==> config.mk <==
export PLATFORM = sky130hd
export DESIGN_NAME = reg_mask_encoder_flat
export DESIGN_NICKNAME = d
export VERILOG_FILES = /design/src/rtl/reg_mask_encoder_if.sv /design/src/rtl/reg_mask_encoder.sv /design/src/flat_wrapper.sv
export SDC_FILE = /design/constraint.sdc
export NUM_CORES = 1
export LEC_CHECK = 0
export BUFFER_PORTS_ARGS = -buffer_cell sky130_fd_sc_hd__buf_2
export CORE_MARGIN = 2
export CORE_UTILIZATION = 50
export DETAILED_ROUTE_END_ITERATION = 10
export GPL_ROUTABILITY_DRIVEN = 0
export PLACE_DENSITY = 0.79
export SLEW_MARGIN = 30
export SYNTH_ARGS = -nofsm -noshare
export SYNTH_HDL_FRONTEND = slang
export SYNTH_SLANG_ARGS = --single-unit
==> constraint.sdc <==
create_clock -name clk -period 2.63 [get_ports clk]
set_input_delay 0.263 -clock clk [delete_from_list [all_inputs] [get_ports clk]]
set_output_delay 0.263 -clock clk [all_outputs]
set_load 0.1 [all_outputs]
==> src/rtl/reg_mask_encoder_if.sv <==
// Handshake bundle between a mask producer and the register index consumer.
// The producer loads a 32-bit bitmap; the encoder streams back one index per handshake.
interface reg_mask_encoder_if;
    logic [31:0] mask_in;
    logic        load;
    logic        load_ready;
    logic        abort;
    logic [4:0]  idx;
    logic        idx_valid;
    logic        idx_ready;
    logic        last;
    logic        done;
    logic        busy;

    modport master (
        output mask_in, load, abort, idx_ready,
        input  load_ready, idx, idx_valid, last, done, busy
    );

    modport slave (
        input  mask_in, load, abort, idx_ready,
        output load_ready, idx, idx_valid, last, done, busy
    );
endinterface

==> src/rtl/reg_mask_encoder.sv <==
// Register bitmap to index stream encoder for load/store-multiple sequencing.
// Emits each set bit of a captured mask once, in ascending or descending order.
module reg_mask_encoder #(
    parameter bit MSB_FIRST = 1'b0
) (
    input logic               clk,
    input logic               rst_n,
    reg_mask_encoder_if.slave bus
);

    typedef enum logic {
        IDLE = 1'b0,
        EMIT = 1'b1
    } state_e;

    state_e      state_q, state_d;
    logic [31:0] pending_q, pending_d;
    logic        done_q, done_d;
    logic [4:0]  sel;
    logic        one_left;
    logic        emit;

    // Later matches win, so the scan direction picks lowest or highest bit.
    always_comb begin
        sel = '0;
        if (MSB_FIRST) begin
            for (int i = 0; i < 32; i++) begin
                if (pending_q[i]) sel = 5'(i);
            end
        end else begin
            for (int i = 31; i >= 0; i--) begin
                if (pending_q[i]) sel = 5'(i);
            end
        end
    end

    assign one_left = (pending_q != '0) &&
                      ((pending_q & (pending_q - 32'd1)) == '0);

    always_ff @(posedge clk or negedge rst_n) begin
        if (!rst_n) begin
            state_q   <= IDLE;
            pending_q <= '0;
            done_q    <= 1'b0;
        end else begin
            state_q   <= state_d;
            pending_q <= pending_d;
            done_q    <= done_d;
        end
    end

    always_comb begin
        state_d   = state_q;
        pending_d = pending_q;
        done_d    = 1'b0;
        if (bus.abort) begin
            state_d   = IDLE;
            pending_d = '0;
        end else begin
            case (state_q)
                IDLE: begin
                    if (bus.load) begin
                        if (bus.mask_in != '0) begin
                            pending_d = bus.mask_in;
                            state_d   = EMIT;
                        end else begin
                            done_d = 1'b1;
                        end
                    end
                end
                EMIT: begin
                    if (bus.idx_ready) begin
                        pending_d = pending_q & ~(32'd1 << sel);
                        if (one_left) begin
                            state_d = IDLE;
                            done_d  = 1'b1;
                        end
                    end
                end
                default: state_d = IDLE;
            endcase
        end
    end

    assign emit = (state_q == EMIT);

    always_comb begin
        bus.load_ready = !emit;
        bus.busy       = emit;
        bus.idx_valid  = emit;
        bus.idx        = emit ? sel : 5'd0;
        bus.last       = emit && one_left;
        bus.done       = done_q;
    end

endmodule
==> src/flat_wrapper.sv <==
// flat-port wrapper written by rule: the top's interface ports become plain ports
module reg_mask_encoder_flat 
#(
    parameter bit MSB_FIRST = 1'b0
)
  (clk, rst_n, bus_mask_in, bus_load, bus_abort, bus_idx_ready, bus_load_ready, bus_idx, bus_idx_valid, bus_last, bus_done, bus_busy);
  reg_mask_encoder_if bus_i ();
  input logic clk;
  input logic rst_n;
  input wire logic [$bits(bus_i.mask_in)-1:0] bus_mask_in;
  input wire logic [$bits(bus_i.load)-1:0] bus_load;
  input wire logic [$bits(bus_i.abort)-1:0] bus_abort;
  input wire logic [$bits(bus_i.idx_ready)-1:0] bus_idx_ready;
  output wire logic [$bits(bus_i.load_ready)-1:0] bus_load_ready;
  output wire logic [$bits(bus_i.idx)-1:0] bus_idx;
  output wire logic [$bits(bus_i.idx_valid)-1:0] bus_idx_valid;
  output wire logic [$bits(bus_i.last)-1:0] bus_last;
  output wire logic [$bits(bus_i.done)-1:0] bus_done;
  output wire logic [$bits(bus_i.busy)-1:0] bus_busy;
  assign bus_i.mask_in = bus_mask_in;
  assign bus_i.load = bus_load;
  assign bus_i.abort = bus_abort;
  assign bus_i.idx_ready = bus_idx_ready;
  assign bus_load_ready = bus_i.load_ready;
  assign bus_idx = bus_i.idx;
  assign bus_idx_valid = bus_i.idx_valid;
  assign bus_last = bus_i.last;
  assign bus_done = bus_i.done;
  assign bus_busy = bus_i.busy;
  reg_mask_encoder #(.MSB_FIRST(MSB_FIRST)) u_core (.clk(clk), .rst_n(rst_n), .bus(bus_i));
endmodule
# Word level (Yosys, flattened, before mapping)
# Cells that the tools add are included.
# W data, S select, Z words.
# classes
add_sub_neg,1
n_eq_ne,3
n_shift,1
mux,50
bitwise_logic,4
reduce_logical,7
# op_table
operator,n
$mux W5,33
$mux W32,4
$and A32 B32 Y32,2
$pmux W32 S2,1
$reduce_bool A32 Y1,2
$logic_not A32 Y1,1
$not A32 Y32,1
$shl A1 B5 Y32 const A,1
$sub A32 B1 Y32 const B,1
$mux W1,10
$ne A3 B3 Y1 const B,2
$pmux W1 S2,2
$ne A3 B2 Y1 const B,1
$reduce_and A3 Y1,1
$logic_and A1 B1 Y1,2
$logic_not A1 Y1,1
$not A1 Y1,1
# word_totals
reg_bits,34
inputBits,37
output_inout_bits,10
word_cells,69

# Longest topological paths before layout
# Gate-level depths: netlist (run 1).
# logic_depth
ltp_word,38
mapped_depth,8
mapped_depth_nobuf,7

# Worst setup path before layout (run 1)
# Ideal clock, no wire load.
# synth_path
path_type,register to output
startpoint,"reg u_core.state_q, in the netlist u_core.bus.busy"
endpoint,out bus_idx[3]
arrival_ns,3.951
required_time_ns,2.367
setup_slack_ns,-1.584
stages_incl_launch_ff,4
path_buffers,1
cell_sequence,dfrtp_1 > clkbuf_1 > inv_1 > nor3_1
# synth_via
elab_chain_len,1
# synth_lines
item,line_no,rtl
start: declaration,reg_mask_encoder.sv:16,"state_e state_q, state_d;"
start signal: assignment,reg_mask_encoder.sv:46,state_q <= state_d;
$mux W5,reg_mask_encoder.sv:91,bus.idx = emit ? sel : 5'd0;
end: declaration,flat_wrapper.sv:15,output wire logic [$bits(bus_i.idx)-1:0] bus_idx;
# Every way passes these cells.

# Worst setup path after layout (run 1)
# layout_path
startpoint,reg u_core.pending_q[12]
endpoint,out bus_last
# layout_via
elab_chain_len,5
# layout_lines
item,line_no,rtl
start: declaration,reg_mask_encoder.sv:17,"logic [31:0] pending_q, pending_d;"
start signal: assignment,reg_mask_encoder.sv:47,pending_q <= pending_d;
$sub A32 B1 Y32,reg_mask_encoder.sv:38,((pending_q & (pending_q - 32'd1)) == '0);
$and A32 B32 Y32,reg_mask_encoder.sv:38,
$logic_not A32 Y1,reg_mask_encoder.sv:38,
$logic_and A1 B1 Y1 *,reg_mask_encoder.sv:37,assign one_left = (pending_q != '0) &&
$logic_and A1 B1 Y1 *,reg_mask_encoder.sv:92,bus.last = emit && one_left;
end: declaration,flat_wrapper.sv:17,output wire logic [$bits(bus_i.last)-1:0] bus_last;
# Mark *: on every way between the ends. The rest lies on a longest branch, timed or not.

==> impl_metrics.py, run 1 <==
metrics = {
    "run_status": {
        "run_status": "finished with violations",
        "violations": "negative setup slack",
    },
    "logic_synthesis": {
        "synth_edf_count": 0,
        "synth-seq-cells": 34,
        "yosysSeqAreaShare_pct": 32.4,
        "yosys_warnings": 0,
        "synth_cells": 329,
        "avgSynthCellArea_um2": 7.97,
        "yosys_most_used_dff": "dfrtp_1",
        "synth_cell_type_count": 53,
        "synthArstFlopShare_pct": 100,
        "synth_nets": 366,
        "synth.cell_area_um2": 2620,
    },
    "timing": {
        "max_freq_ghz": 0.331,
        "finalSetupViolCount": 4,
        "slew_headroom_pct": 47.7,
        "rsz0062_at_grt": "yes",
        "tightest_slew_ns": 0.785,
        "finalHoldViolCount": 0,
        "setup-tns-final_ns": -0.552,
        "period_minus_slack_ns": 3.02,
        "clock_skew_ns": 0.00475,
        "setup_slack_ns": -0.388,
        "drv_slew": 0,
        "fin_crit_sh_pct": 115,
        "timing.hold.ws_ns": 0.0332,
    },
    "layout": {
        "multi_input_area_um2": 1780,
        "drive_above_1_share_pct": 38.1,
        "final_cell_count_no_fill": 493,
        "antennaDiodeCount": 0,
        "final_common_cell": "buf_4",
        "final_cell_mix": "65 x buf_4, 42 x nand2_1, 41 x buf_2, 31 x dfrtp_1, 26 x nor2_1",
        "fillers": 386,
        "register_area_um2": 857,
        "final_nets": 459,
        "area_growth_pct": 40.5,
    },
    "pwr": {
        "pwr_density_cell_nw_per_um2": 661,
        "max-vdd-ir-drop_mv": 0.308,
        "p_leak_nw": 1.62,
        "seqPwrFrac_pct": 27.2,
        "power.total_mw": 2.43,
        "p_clk_share_pct": 19.3,
        "pwr-share-comb_pct": 53.5,
        "p_sw_share_pct": 42.9,
        "power_switching_mw": 1.04,
        "power.internal_mw": 1.39,
    },
    "setup_path": {
        "r2r_start": "u_core.pending_q[30]",
        "crit_path_end_kind": "output port",
        "critPathKind": "flip-flop to output port",
        "crit_required_ns": 2.37,
        "worstRegToRegCells": 9,
        "startpoint_type": "flip-flop",
        "reg2reg_to": "u_core.pending_q[10]",
        "crit_fanout": 6,
        "cp.arrival_ns": 2.75,
        "reg2reg_slack_ns": -0.03,
    },
    "place": {
        "dpl.hpwl_um": 6790,
        "dp_slack_ns": -0.0376,
        "place_inst": 479,
        "portBuffers": 46,
    },
    "die": {
        "chipHeight_um": 76.4,
        "die_x_um": 76.4,
        "die-area_um2": 5840,
        "start_util_pct": 51.7,
        "core-area_um2": 5070,
        "rows": 26,
        "io_pins": 47,
    },
    "route": {
        "drt_pass1_iterations": 8,
        "first_iter_violations": 693,
        "drc_errors": 0,
        "num_vias": 3403,
        "drt_wl_total_um": 10300,
        "ant_nets": 0,
        "viasPerCell": 6.90,
        "wire_per_inst_um": 20.9,
    },
    "grt": {
        "grt_max_degree": 35,
        "grt_pass1_vias": 3100,
        "antenna_found_initial": 0,
        "grt_usage_pct": 34.1,
        "grt-ovfl-total": 0,
        "grt_pass1_wl_um": 15700,
    },
    "clock_tree": {
        "clockBufferDepth": 2,
        "cts_tree": "done",
        "cts_sinks": 34,
        "htreeDepth": 2,
        "cts_root_buffer": "clkbuf_8",
        "clock_latency_ns": 0.30,
        "path_clk_slew_ns": 0.07,
        "cts_made_buffers": 5,
    },
    "flow_run": {
        "cap_violations": 0,
    },
    "min_path": {
        "min_path_type": "input port to asynchronous set/reset pin",
    },
}
[Yosys cell counts (3+ instances only)]
cell | n | area, um2
nand2_1 | 43 | 161
dfrtp_1 | 34 | 851
nor2_1 | 31 | 116
a22oi_1 | 25 | 188
clkbuf_1 | 21 | 78.8
nor3_1 | 15 | 75.1
o211ai_1 | 15 | 113
nor4_1 | 14 | 87.6
o21ai_0 | 14 | 70.1
o311ai_0 | 11 | 96.3
inv_1 | 9 | 33.8
a21oi_1 | 8 | 40.0
nand3_1 | 7 | 35.0
or3_1 | 5 | 31.3
or4_1 | 5 | 37.5
a21o_1 | 4 | 30.0
nand2b_1 | 4 | 25.0
nor3b_1 | 4 | 30.0
o21ai_1 | 4 | 20.0
o31a_1 | 4 | 35.0
a211oi_1 | 3 | 22.5
and3_1 | 3 | 18.8
nor2b_1 | 3 | 18.8
or4_4 | 3 | 33.8
[sequential cells by signal, indices dropped and copies added (netlist names)]
| name | flops |
|---|---|
| u_core.bus.busy | 1 |
| u_core.pending_q | 32 |
| u_core.bus.done | 1 |
[critical path: stages, from the launching register on]
cell,delay [ns]
dfrtp_1,0.41
nor4_2,0.46
nand4_4,0.20
buf_4,0.21
or4_1,0.48
a21oi_2,0.21
o211ai_1,0.14
nor2_4,0.16
buf_12,0.18
[through the flow]
step           area, um2  util, %
2_1_floorplan       2690        -
3_3_place_gp        3410     67.2
3_5_place_dp        3410     67.2
4_1_cts             3590     70.7
5_1_grt             3680     72.6
6_report            3680     72.6
[layout make-up]
cell class / count / area share, %
multi-input cells: 259 / 48.4
flip-flops and latches: 34 / 23.3
repair buffers: 113 / 21.9
clock buffers: 8 / 2.99
well taps: 70 / 2.38
inverters: 9 / 1.02
[worst max-delay path by stage]
stage               cells after the start  slack (ns)        to                 start
floorplan                               7       -0.23  bus_last   u_core.pending_q[0]
global placement                        7       -0.01  bus_last   u_core.pending_q[2]
detailed placement                      7       -0.04  bus_last   u_core.pending_q[2]
CTS                                     7       -0.34  bus_last  u_core.pending_q[27]
global route                            8       -0.48  bus_last  u_core.pending_q[12]
finish                                  8       -0.39  bus_last  u_core.pending_q[12]
[what timing repair did]
action,CTS,global route
pin swaps,1,8
resized for setup,9,16
setup buffers,5,1
setup endpoints to repair,8,16
hold buffers,0,0
[power groups by stage]
stage               logic [mW]  registers [mW]  clock network [mW]
finish                    1.30           0.662               0.470
global route              1.36           0.668               0.491
CTS                       1.17           0.652               0.465
detailed placement        1.10           0.659                   0
global placement          1.09           0.655                   0
floorplan                0.638           0.657                   0
[logic make-up (layout without fill, tap and decap cells)]
| kind of cell | after synthesis | count (layout) | share of synthesized area [%] |
|---|---|---|---|
| adders and majority gates | 2 | 2 | 0.763 |
| buffers and inverters | 36 | 130 | 5.68 |
| DFF | 34 | 34 | 32.4 |
| and+or+nand+nor | 147 | 147 | 30.0 |
| AOI/OAI and AO/OA | 110 | 110 | 31.2 |
[layer usage]
layer / track usage, % / wire [um]
met2: 55.0 / 4750
met3: 7.35 / 1230
met1: 43.3 / 3620
met5: 0 / 0
met4: 17.3 / 695
Note: power is estimated with default switching activity, not from simulation.
==> run 2, diff against run 1 <==
--- a/config.mk
+++ b/config.mk
@@ -10,7 +10,8 @@
 export CORE_UTILIZATION = 50
 export DETAILED_ROUTE_END_ITERATION = 10
 export GPL_ROUTABILITY_DRIVEN = 0
-export PLACE_DENSITY = 0.79
+export PLACE_DENSITY = 0.76
+export SETUP_SLACK_MARGIN = 0.5
 export SLEW_MARGIN = 30
 export SYNTH_ARGS = -nofsm -noshare
 export SYNTH_HDL_FRONTEND = slang
==> impl_metrics.py, run 2 (synthesized netlist as in run 1, its figures left out) <==
metrics = {
    "run_status": {
        "run_status": "finished with violations",
        "violations": "design-rule violations, negative setup slack",
    },
    "setup_path": {
        "crit_slowest_cell": "or4_4",
        "crit_fanout": 5,
        "cp.arrival_ns": 2.94,
        "crit_required_ns": 2.37,
        "crit_path_end_kind": "output port",
        "slowest_delay_ns": 0.44,
        "path_buf_inv": 3,
        "cp_cell_sequence": "buf_6, nor4_4, nand4_2, buf_6, or4_4, a21oi_2, o211ai_1, nor2_4, buf_12",
        "crit_path_frequent_cell": "buf_6",
        "critPathTopFamily": "simple AND/OR/NAND/NOR gates",
        "startpoint_type": "flip-flop",
        "critPathKind": "flip-flop to output port",
    },
    "timing": {
        "timing.hold.ws_ns": 0.0575,
        "finalSetupViolCount": 34,
        "max_freq_ghz": 0.312,
        "fin_crit_sh_pct": 122,
        "tightest_slew_ns": 0.846,
        "setup_slack_ns": -0.572,
        "setup-tns-final_ns": -6.23,
        "drv_slew": 0,
        "period_minus_slack_ns": 3.20,
        "rsz0062_at_grt": "yes",
        "clock_skew_ns": 0.00774,
        "finalHoldViolCount": 0,
        "slew_headroom_pct": 43.6,
    },
    "layout": {
        "final_nets": 494,
        "register_area_um2": 860,
        "final_cell_count_no_fill": 528,
        "multi_input_area_um2": 2240,
        "largest_reg_flops": 32,
        "antennaDiodeCount": 0,
        "fin_util_pct": 90.0,
        "final_cell_mix": "68 x buf_4, 40 x nand2_1, 40 x buf_2, 29 x buf_6, 29 x dfrtp_1",
        "final_common_cell": "buf_4",
        "drive_above_1_share_pct": 54.1,
        "largest-register": "u_core.pending_q",
        "area_growth_pct": 74.1,
        "fillers": 198,
    },
    "die": {
        "start_util_pct": 51.7,
        "core-area_um2": 5070,
        "die-area_um2": 5840,
        "die_x_um": 76.4,
        "io_pins": 47,
        "rows": 26,
        "chipHeight_um": 76.4,
    },
    "place": {
        "dpl.hpwl_um": 6940,
        "place_inst": 481,
        "portBuffers": 46,
    },
    "route": {
        "wire_per_inst_um": 30.8,
        "num_vias": 4256,
        "ant_nets": 0,
        "drc_errors": 24,
        "drt_wl_total_um": 16300,
        "first_iter_violations": 955,
        "drt_pass1_iterations": 11,
        "viasPerCell": 8.06,
    },
    "grt": {
        "grt_pass1_vias": 3751,
        "grt_usage_pct": 43.5,
        "antenna_found_initial": 0,
        "grt_pass1_wl_um": 19900,
        "grt-ovfl-total": 0,
        "grt_max_degree": 35,
    },
    "pwr": {
        "max-vdd-ir-drop_mv": 0.402,
        "power.total_mw": 3.21,
        "pwr_density_cell_nw_per_um2": 704,
        "p_leak_nw": 1.94,
    },
    "clock_tree": {
        "postCtsHoldBufs": 0,
        "clock_latency_ns": 0.31,
        "cts_made_buffers": 5,
        "path_clk_slew_ns": 0.08,
        "cts_root_buffer": "clkbuf_8",
        "cts_sinks": 34,
        "clockBufferDepth": 2,
        "cts_tree": "done",
        "htreeDepth": 2,
    },
    "min_path": {
        "min_path_type": "input port to asynchronous set/reset pin",
    },
    "flow_run": {
        "cap_violations": 0,
    },
}
==> run 2: path summary, 6_finish.rpt <==
kind / startpoint / endpoint / slack (ns) / cells past startpoint
setup / recovery: u_core.pending_q[2] / bus_last / -0.57 / 9
hold / removal: rst_n / u_core.pending_q[0] / 0.06 / 1
setup reg to reg: u_core.pending_q[11] / u_core.pending_q[10] / -0.39 / 11
hold reg to reg: u_core.pending_q[31] / u_core.pending_q[31] / 0.66 / 2
max in group asynchronous: rst_n / u_core.bus.busy / 1.96 / 1
min in group clk: bus_mask_in[2] / u_core.pending_q[2] / 0.20 / 3
==> run 2: worst reg2reg max path: stages (launching register included) <==
cell,delay [ns]
dfrtp_1,0.43
buf_6,0.14
buf_8,0.11
or3_4,0.37
or4_4,0.47
o211a_4,0.33
buf_6,0.14
buf_6,0.11
buf_6,0.13
or3_4,0.36
o211ai_1,0.22
nand2_1,0.10
==> run 2: repair_timing <==
item                                    in CTS  in global routing
endpoints found under the hold margin        0                  0
pin swaps                                   24                 23
setup buffers                               25                 14
endpoints found under the setup margin      38                 40
resized for setup                          101                 54
==> run 2: metal layers <==
| metal | track usage [%] | vias to the layer above | wire length, um |
|---|---|---|---|
| met3 | 11.6 | 235 | 2610 |
| met5 | 0 | - | 48 |
| met1 | 54.2 | 1939 | 5110 |
| met2 | 67.4 | 539 | 6530 |
| li1 | - | 1541 | - |
| met4 | 26.2 | 2 | 1980 |
==> run 2: metrics by stage <==
stage          cell area, um2  worst slack, ns
6_report                 4570           -0.572
3_3_place_gp             3460         0.000562
2_1_floorplan            2770           -0.234
4_1_cts                  4180           -0.335
5_1_grt                  4570           -0.708
3_5_place_dp             3470          -0.0334
==> run 2: final cells by class <==
cell class / instances / share of cell area [%]
clock buffers: 7 / 1.89
clock inverters: 1 / 0.110
inverters: 9 / 0.877
multi-input cells: 259 / 49.1
flip-flops and latches: 34 / 18.8
well taps: 70 / 1.92
repair buffers: 148 / 27.3
==> run 2: report_power, final <==
part,internal [mW],total (mW),switching [mW]
sequential,0.585,0.679,0.0937
combinational,0.878,2.11,1.23
clock,0.212,0.430,0.218
==> run 3, diff against run 2 <==
--- a/config.mk
+++ b/config.mk
@@ -11,7 +11,7 @@
 export DETAILED_ROUTE_END_ITERATION = 10
 export GPL_ROUTABILITY_DRIVEN = 0
 export PLACE_DENSITY = 0.76
-export SETUP_SLACK_MARGIN = 0.5
+export SETUP_SLACK_MARGIN = 0.2
 export SLEW_MARGIN = 30
 export SYNTH_ARGS = -nofsm -noshare
 export SYNTH_HDL_FRONTEND = slang
==> impl_metrics.py, run 3 (synthesized netlist as in run 1, its figures left out) <==
metrics = {
    "die": {
        "die-area_um2": 5840,
        "start_util_pct": 51.7,
        "io_pins": 47,
        "chipHeight_um": 76.4,
        "rows": 26,
        "core-area_um2": 5070,
        "die_x_um": 76.4,
    },
    "grt": {
        "grt-ovfl-total": 0,
        "grt_max_degree": 35,
        "antenna_found_initial": 0,
        "grt_usage_pct": 34.3,
        "grt_pass1_wl_um": 15800,
        "grt_pass1_vias": 3134,
    },
    "clock_tree": {
        "clock_latency_ns": 0.29,
        "cts_root_buffer": "clkbuf_8",
        "postCtsHoldBufs": 0,
        "clockBufferDepth": 2,
        "cts_made_buffers": 5,
        "cts_tree": "done",
        "htreeDepth": 2,
        "cts_sinks": 34,
        "path_clk_slew_ns": 0.07,
    },
    "route": {
        "wire_per_inst_um": 21.0,
        "ant_nets": 0,
        "viasPerCell": 6.75,
        "first_iter_violations": 465,
        "drt_pass1_iterations": 5,
        "num_vias": 3367,
        "drt_wl_total_um": 10500,
        "drc_errors": 0,
    },
    "flow_run": {
        "cap_violations": 0,
    },
    "layout": {
        "antennaDiodeCount": 0,
        "final_common_cell": "buf_4",
        "fin_util_pct": 75.8,
        "largest_reg_flops": 32,
        "area_growth_pct": 46.8,
        "final_nets": 465,
        "drive_above_1_share_pct": 42.4,
        "largest-register": "u_core.pending_q",
        "final_cell_mix": "65 x buf_4, 42 x nand2_1, 40 x buf_2, 30 x dfrtp_1, 25 x a22oi_1",
    },
    "timing": {
        "max_freq_ghz": 0.336,
        "finalSetupViolCount": 3,
        "finalHoldViolCount": 0,
        "tightest_slew_ns": 0.788,
        "fin_crit_sh_pct": 113,
        "timing.hold.ws_ns": 0.0347,
        "setup_slack_ns": -0.348,
        "drv_slew": 0,
        "rsz0062_at_grt": "yes",
        "slew_headroom_pct": 47.4,
        "clock_skew_ns": 0.00747,
        "period_minus_slack_ns": 2.98,
    },
    "pwr": {
        "power.internal_mw": 1.39,
        "p_sw_share_pct": 43.8,
        "seqPwrFrac_pct": 26.3,
        "p_clk_share_pct": 16.6,
        "p_leak_nw": 1.70,
        "pwr-share-comb_pct": 57.1,
        "power_switching_mw": 1.08,
        "max-vdd-ir-drop_mv": 0.352,
        "pwr_density_cell_nw_per_um2": 641,
    },
    "setup_path": {
        "crit_path_frequent_cell": "or4_4",
        "reg2reg_to": "u_core.bus.busy",
        "crit_required_ns": 2.37,
        "critPathKind": "flip-flop to output port",
        "reg2reg_slack_ns": -0.10,
        "crit_path_end_kind": "output port",
        "worstRegToRegCells": 9,
        "crit_slowest_cell": "or4_4",
        "cp.arrival_ns": 2.72,
        "slowest_delay_ns": 0.54,
        "cp_cell_sequence": "or4_4, or4_4, o31ai_2, o211ai_1, or4_4, nor2_4, buf_12",
        "r2r_start": "u_core.pending_q[27]",
        "startpoint_type": "flip-flop",
        "crit_fanout": 2,
    },
    "min_path": {
        "min_path_type": "input port to asynchronous set/reset pin",
    },
    "run_status": {
        "run_status": "finished with violations",
        "violations": "negative setup slack",
    },
    "place": {
        "portBuffers": 46,
        "dpl.hpwl_um": 6780,
    },
}
==> run 3: routing by layer <==
layer / up-vias / track usage, % / wire [um]
met4: 0 / 18.7 / 599
met3: 66 / 7.23 / 963
met5: - / 0 / 0
met2: 241 / 54.1 / 4920
li1: 1470 / - / -
met1: 1590 / 44.1 / 3990
==> run 3: worst max path at each step <==
stage / endpoint / slack, ns / cells past startpoint / start
5_1_grt: bus_last / -0.43 / 9 / u_core.pending_q[2]
3_3_place_gp: bus_last / 0.004 / 7 / u_core.pending_q[2]
3_5_place_dp: bus_last / -0.04 / 7 / u_core.pending_q[2]
2_1_floorplan: bus_last / -0.23 / 7 / u_core.pending_q[0]
4_1_cts: bus_last / -0.32 / 7 / u_core.pending_q[27]
6_report: bus_last / -0.35 / 7 / u_core.pending_q[27]
==> run 3: critical path, delay by kind of cell, from the launching register on <==
kind	cells	cell delay (ns)
and+or+nand+nor	4	1.56
DFF	1	0.38
AOI/OAI and AO/OA	2	0.30
buffers and inverters	1	0.18
==> run 3: what timing repair did <==
item	in CTS	in global routing
resized for setup	34	43
pin swaps	5	12
buffers inserted	7	7
setup endpoints to repair	30	33
==> run 3: area by class of cell <==
cell class,instances,area [um2]
timing repair buffer,119,897
clock inverter,1,5.00
sequential,34,858
multi-input combinational,259,1870
inverter,9,40.0
tap,70,87.6
fill,347,1230
clock buffer,7,86.3
==> run 3: power by group through the flow <==
| stage | registers, mW | clock network (mW) | logic (mW) |
|---|---|---|---|
| 6_report | 0.649 | 0.409 | 1.41 |
| 2_1_floorplan | 0.657 | 0 | 0.641 |
| 3_3_place_gp | 0.648 | 0 | 1.07 |
| 4_1_cts | 0.643 | 0.404 | 1.21 |
| 3_5_place_dp | 0.652 | 0 | 1.08 |
| 5_1_grt | 0.655 | 0.425 | 1.47 |
==> run 3: metrics by stage <==
step / std cells / setup TNS, ns / power [mW] / setup slack [ns] / area, um2
after floorplan: 329 / -0.269 / 1.30 / -0.235 / 2700
after global placement: 477 / 0 / 1.72 / 0.00437 / 3380
final: 499 / -0.547 / 2.47 / -0.348 / 3850
after global routing: 499 / -0.832 / 2.55 / -0.430 / 3850
after detailed placement: 477 / -0.0767 / 1.73 / -0.0425 / 3380
after CTS: 492 / -0.320 / 2.25 / -0.320 / 3630
